$ cat config.mk
export PLATFORM = sky130hd
export DESIGN_NAME = add_serial_arb
export DESIGN_NICKNAME = d
export VERILOG_FILES = /design/src/rtl/add_serial_arb_pkg.sv /design/src/rtl/rr_arbiter.sv /design/src/rtl/add_serial_arb.sv
export SDC_FILE = /design/constraint.sdc
export NUM_CORES = 1
export LEC_CHECK = 0
export BUFFER_PORTS_ARGS = -buffer_cell sky130_fd_sc_hd__buf_2
export CAP_MARGIN = 20
export CORE_UTILIZATION = 50
export CTS_CLUSTER_DIAMETER = 200
export CTS_CLUSTER_SIZE = 16
export DETAILED_ROUTE_END_ITERATION = 8
export PLACE_DENSITY = 0.86
export SLEW_MARGIN = 20
export SYNTH_ARGS = -nofsm -noshare
export SYNTH_HDL_FRONTEND = slang
export SYNTH_SLANG_ARGS = --single-unit
export TNS_END_PERCENT = 1
$ cat constraint.sdc
create_clock -name clk -period 6.6 [get_ports clk]
set_input_delay 0 -clock clk [delete_from_list [all_inputs] [get_ports clk]]
set_output_delay 0 -clock clk [all_outputs]
set_load 0.02 [all_outputs]
$ cat src/rtl/add_serial_arb_pkg.sv
// Shared types and constants for the add_serial round-robin sequencer.
// Imported by add_serial_arb and rr_arbiter.
package add_serial_arb_pkg;

  localparam int DATA_W      = 8;
  localparam int ADD_CYC_DEF = 8;

  typedef enum logic [1:0] {
    IDLE    = 2'd0,
    START   = 2'd1,
    WAIT    = 2'd2,
    CAPTURE = 2'd3
  } state_e;

endpackage

$ cat src/rtl/rr_arbiter.sv
// Combinational round-robin picker: first set req bit at or after ptr.
// Produces a one-hot grant, its index and an any-request flag.
module rr_arbiter #(
  parameter int  N = 4,
  localparam int W = $clog2(N)
) (
  input  logic [N-1:0] req,
  input  logic [W-1:0] ptr,
  output logic [N-1:0] gnt,
  output logic [W-1:0] gnt_idx,
  output logic         any
);

  logic found;
  int   idx;

  always_comb begin
    gnt     = '0;
    gnt_idx = '0;
    found   = 1'b0;
    idx     = 0;
    for (int k = 0; k < N; k++) begin
      idx = int'(ptr) + k;
      if (idx >= N) idx = idx - N;
      if (!found && req[idx]) begin
        found        = 1'b1;
        gnt[idx]     = 1'b1;
        gnt_idx      = W'(idx);
      end
    end
  end

  assign any = |req;

endmodule

$ cat src/rtl/add_serial_arb.sv
// Shares one bit-serial add_serial adder between N_REQ requesters.
// Optional perf counters: define ADD_SERIAL_ARB_PERF_EN.
module add_serial_arb
  import add_serial_arb_pkg::*;
#(
  parameter int  N_REQ   = 4,
  parameter int  ADD_CYC = ADD_CYC_DEF,
  localparam int ID_W    = $clog2(N_REQ)
) (
  input  logic                    clk,
  input  logic                    rst_n,
  input  logic [N_REQ-1:0]        req_valid,
  input  logic [DATA_W*N_REQ-1:0] req_a,
  input  logic [DATA_W*N_REQ-1:0] req_b,
  output logic [N_REQ-1:0]        req_ready,
  output logic                    rsp_valid,
  output logic [ID_W-1:0]         rsp_id,
  output logic [DATA_W-1:0]       rsp_data,
  output logic                    add_en,
  output logic [DATA_W-1:0]       add_a,
  output logic [DATA_W-1:0]       add_b,
  input  logic [DATA_W-1:0]       add_out,
  output logic                    busy
`ifdef ADD_SERIAL_ARB_PERF_EN
  ,
  output logic [15:0]             perf_ops,
  output logic [15:0]             perf_wait
`endif
);

  localparam int CNT_W = $clog2(ADD_CYC + 1);
  localparam logic [CNT_W-1:0] CNT_LAST = CNT_W'(ADD_CYC - 1);
  localparam logic [ID_W-1:0]  ID_LAST  = ID_W'(N_REQ - 1);

  state_e              state_q, state_d;
  logic [ID_W-1:0]     rr_ptr_q, rr_ptr_d;
  logic [CNT_W-1:0]    cnt_q, cnt_d;
  logic [DATA_W-1:0]   add_a_q, add_a_d;
  logic [DATA_W-1:0]   add_b_q, add_b_d;
  logic [ID_W-1:0]     cur_id_q, cur_id_d;
  logic                rsp_valid_q, rsp_valid_d;
  logic [ID_W-1:0]     rsp_id_q, rsp_id_d;
  logic [DATA_W-1:0]   rsp_data_q, rsp_data_d;

  logic [DATA_W-1:0]   op_a [N_REQ];
  logic [DATA_W-1:0]   op_b [N_REQ];
  logic [N_REQ-1:0]    gnt;
  logic [ID_W-1:0]     gnt_idx;
  logic                any;

  for (genvar i = 0; i < N_REQ; i++) begin : g_ops
    assign op_a[i] = req_a[i*DATA_W +: DATA_W];
    assign op_b[i] = req_b[i*DATA_W +: DATA_W];
  end

  rr_arbiter #(.N(N_REQ)) u_arb (
    .req     (req_valid),
    .ptr     (rr_ptr_q),
    .gnt     (gnt),
    .gnt_idx (gnt_idx),
    .any     (any)
  );

  always_comb begin
    state_d     = state_q;
    rr_ptr_d    = rr_ptr_q;
    cnt_d       = cnt_q;
    add_a_d     = add_a_q;
    add_b_d     = add_b_q;
    cur_id_d    = cur_id_q;
    rsp_valid_d = 1'b0;
    rsp_id_d    = rsp_id_q;
    rsp_data_d  = rsp_data_q;
    unique case (state_q)
      IDLE: begin
        if (any) begin
          add_a_d  = op_a[gnt_idx];
          add_b_d  = op_b[gnt_idx];
          cur_id_d = gnt_idx;
          rr_ptr_d = (gnt_idx == ID_LAST) ? '0 : gnt_idx + 1'b1;
          state_d  = START;
        end
      end
      START: begin
        cnt_d   = '0;
        state_d = WAIT;
      end
      WAIT: begin
        cnt_d = cnt_q + 1'b1;
        if (cnt_q == CNT_LAST) state_d = CAPTURE;
      end
      CAPTURE: begin
        // adder sits in DONE here, so add_out is the final sum
        rsp_data_d  = add_out;
        rsp_id_d    = cur_id_q;
        rsp_valid_d = 1'b1;
        state_d     = IDLE;
      end
    endcase
  end

  always_ff @(posedge clk or negedge rst_n) begin
    if (!rst_n) begin
      state_q     <= IDLE;
      rr_ptr_q    <= '0;
      cnt_q       <= '0;
      add_a_q     <= '0;
      add_b_q     <= '0;
      cur_id_q    <= '0;
      rsp_valid_q <= 1'b0;
      rsp_id_q    <= '0;
      rsp_data_q  <= '0;
    end else begin
      state_q     <= state_d;
      rr_ptr_q    <= rr_ptr_d;
      cnt_q       <= cnt_d;
      add_a_q     <= add_a_d;
      add_b_q     <= add_b_d;
      cur_id_q    <= cur_id_d;
      rsp_valid_q <= rsp_valid_d;
      rsp_id_q    <= rsp_id_d;
      rsp_data_q  <= rsp_data_d;
    end
  end

  // en in CAPTURE also walks the adder from DONE back to idle
  assign req_ready = (state_q == IDLE) ? gnt : '0;
  assign add_en    = (state_q == START) || (state_q == CAPTURE);
  assign busy      = (state_q != IDLE);
  assign add_a     = add_a_q;
  assign add_b     = add_b_q;
  assign rsp_valid = rsp_valid_q;
  assign rsp_id    = rsp_id_q;
  assign rsp_data  = rsp_data_q;

`ifdef ADD_SERIAL_ARB_PERF_EN
  logic [15:0] perf_ops_q, perf_ops_d;
  logic [15:0] perf_wait_q, perf_wait_d;

  always_comb begin
    perf_ops_d  = perf_ops_q;
    perf_wait_d = perf_wait_q;
    if (rsp_valid_q && (perf_ops_q != 16'hFFFF))
      perf_ops_d = perf_ops_q + 16'd1;
    if ((|req_valid) && !(|req_ready) && (perf_wait_q != 16'hFFFF))
      perf_wait_d = perf_wait_q + 16'd1;
  end

  always_ff @(posedge clk or negedge rst_n) begin
    if (!rst_n) begin
      perf_ops_q  <= '0;
      perf_wait_q <= '0;
    end else begin
      perf_ops_q  <= perf_ops_d;
      perf_wait_q <= perf_wait_d;
    end
  end

  assign perf_ops  = perf_ops_q;
  assign perf_wait = perf_wait_q;
`endif

endmodule

==> run_results.csv <==
group,metric,value,unit
yosys,synth_top_area_frac,0.304,
setup_path,regToRegSetupSlack,2.93,ns
yosys,synth_top_area_cell,"dfrtp_1",
detailed_routing,route.vias.total,3473,
min_path,holdPathStages,3,
grt,grt_pass1_vias,3118,
cells_and_area,nNetsFinal,528,
yosys,synth-seq-cells,37,
clocking,cts.sink_count,37,
yosys,synthCells,349,
detailed_routing,drt_wl_total,9470,um
timing,holdWs,0.0725,ns
setup_path,slowest_delay,0.87,ns
timing,rsz0062_at_grt,"false",
outcome,outcome,"complete, no violations",
die,die_y,80.0,um
yosys,yosysWarnings,0,
setup_path,r2r_cells,6,
die,core_area,0.00589,mm^2
yosys,yosys.cell_types.count,51,
power_and_ir_drop,vdd_drop_max,0.375,mV
timing,fin_crit_sh,0.557,
grt,grt_max_degree,47,
cells_and_area,fill_cells,494,
clocking,cts_tree,"done",
detailed_routing,wl_per_cell,18.3,um
setup_path,crit_path_cell_trace,"buf_4 > mux4_2 > a211oi_4 > or2_1 > o221ai_1 > o211ai_1",
detailed_routing,vias_per_cell,6.72,
timing,fin_crit,3.67,ns
placement,gp_congestion,0.816,
cells_and_area,utilization,0.638,
timing,timing.fmax,272,MHz
die,die_area,0.00640,mm^2
timing,setup_viol,0,
setup_path,crit_path_max_fanout,46,
setup_path,timing.rr.end,"add_b[1]",
grt,grt_antenna_before_repair,0,
clocking,cts-root-buf,"clkbuf_8",
yosys,synth_seq_area_share,0.304,
cells_and_area,mostFrequentLayoutCell,"buf_2",
setup_path,crit_type,"register to register",
detailed_routing,first_iter_violations,410,
min_path,min_to,"add_b[7]",
cells_and_area,final_cell_mix,"buf_2, o21ai_0, dfrtp_1",
setup_path,slowest_stage,"mux4_2",
placement,io_buffers,110,
timing,setup_tns,0,ns
cells_and_area,drive_gt1_frac,0.335,
timing,hold_violations,0,
detailed_routing,drt_pass1_iterations,5,
clocking,htreeDepth,2,
setup_path,critPathBufInv,1,
min_path,hp-start,"req_b[7]",
timing,relSlewSlack,0.403,
power_and_ir_drop,p_leak,1.66,nW
yosys,syn_avg_cell_area,8.72,um^2
grt,overflow,0,
detailed_routing,drc,0,
power_and_ir_drop,p_total,1.93,mW
die,rows,28,
clocking,clk_latency,0.30,ns
setup_path,r2r_start,"rr_ptr_q[0]",
setup_path,setup.worst_path.start,"rr_ptr_q[0]",
timing,fin_worst_skew,0.00549,ns
run,drv_cap,0,
die,ioPinCount,111,
setup_path,endpoint_kind,"register",
grt,grtUsageTotal,0.293,
yosys,synth_area_leaders,"dfrtp_1, o21ai_0, o221ai_1, a211o_1, o32ai_1",
min_path,hold_class,"primary input to register",
cells_and_area,multi_input_area,0.00193,mm^2
setup_path,startpoint_type,"register",
timing,drv_slew,0,
setup_path,critPathArrivalTime,3.89,ns
cells_and_area,n_antenna_cell,0,
yosys,synth-edff-count,0,
cells_and_area,area_growth,23.3,%
clocking,clock_path_buffers,2,
yosys,async_reset_ff_frac,1.00,
die,start_util,0.517,
power_and_ir_drop,powerDensity,514,mW/mm^2
yosys,syn_nets,436,
setup_path,critPathTopFamily,"compound AO/OA/AOI/OAI gates",
timing,worst_pin_slew,0.895,ns
cells_and_area,seq_area,926,um^2
setup_path,crit_required,6.81,ns
placement,dp_hpwl,6160,um
yosys,synthFlopType,"dfrtp_1",
clocking,path_clk_slew,0.09,ns
clocking,cts-buffers-inserted,5,
grt,grt_pass1_wl,14700,um
die,fp.dieW,80.0,um
detailed_routing,drt.antenna.violating_nets,0,
yosys,syn-cell-area,0.00304,mm^2
-- power breakdown --
part	internal (mW)	switching, mW
clock network	0.0751	0.0951
logic	0.511	0.833
registers	0.340	0.0765
total	0.926	1.00
-- per-stage QoR --
| stage | setup WS (ns) | area, um^2 | std cells |
|---|---|---|---|
| floorplan | 3.55 | 3040 | 349 |
| global route | 2.81 | 3750 | 517 |
| CTS | 2.81 | 3750 | 517 |
| detailed placement | 3.11 | 3570 | 500 |
| finish | 2.93 | 3750 | 517 |
| global placement | 3.15 | 3570 | 500 |
-- layout make-up --
class / count / area share
Clock buffer: 5 / 0.0183
Clock inverter: 3 / 0.00600
Tap cell: 75 / 0.0250
Sequential cell: 37 / 0.247
Multi-Input combinational cell: 263 / 0.513
Inverter: 10 / 0.0100
Timing Repair Buffer: 124 / 0.181
-- worst reg2reg max path: stages (launching register included) --
cell and delay, ns:
dfrtp_1 0.35, buf_4 0.40, mux4_2 0.88, a211oi_4 0.75, or2_1 0.64, o221ai_1 0.29, o211ai_1 0.27
-- cell usage after synthesis (all sizes together) (4+ instances only) --
cell type,number
ha,9
o32ai,15
clkbuf,28
and3,16
nand2,22
o211ai,16
a221o,4
mux2i,5
dfrtp,37
nand3,21
a211o,15
inv,10
o21ai,48
a21oi,6
mux2,12
a31oi,15
o221ai,16
buf,11
-- what timing repair did --
| action | in CTS | in global routing |
|---|---|---|
| setup buffers | 0 | 0 |
| hold endpoints to repair | 45 | 0 |
| gates resized for setup | 0 | 0 |
| hold buffers | 9 | 0 |
-- layer usage --
layer | vias up | share of wire | routed length, um | GRT usage
li1 | 1557 | - | - | -
met4 | 0 | 0.013 | 123 | 0.0857
met1 | 1647 | 0.39 | 3720 | 0.390
met3 | 21 | 0.11 | 1090 | 0.0731
met5 | - | 0 | 0 | 0
met2 | 248 | 0.48 | 4540 | 0.467
-- state kept, by name (all words and copies together), names as in the netlist --
register   flops
rsp_data       8
state_q        2
rsp_id         2
rr_ptr_q       2
add_a          8
rsp_valid      1
cur_id_q       2
add_b          8
cnt_q          4
-- cell families (layout without fill, tap and decap cells) --
logic type                 count (synthesis)  after routing  share of synthesized area
and+or+nand+nor                           81             81                      0.139
muxes                                     20             20                     0.0831
AOI/OAI and AO/OA                        153            153                      0.368
buffers and inverters                     49            142                     0.0691
DFF                                       37             37                      0.304
adders and majority gates                  9              9                     0.0370
-- worst max-delay path by stage --
stage / endpoint / slack, ns / cells past startpoint
after floorplan: add_a[1] / 3.55 / 12
after global placement: add_b[5] / 3.15 / 6
after detailed placement: add_a[2] / 3.11 / 6
after CTS: req_ready[2] / 2.81 / 8
after global routing: add_b[1] / 2.81 / 6
final: add_b[1] / 2.93 / 6
Note: power is estimated with default switching activity, not from simulation.
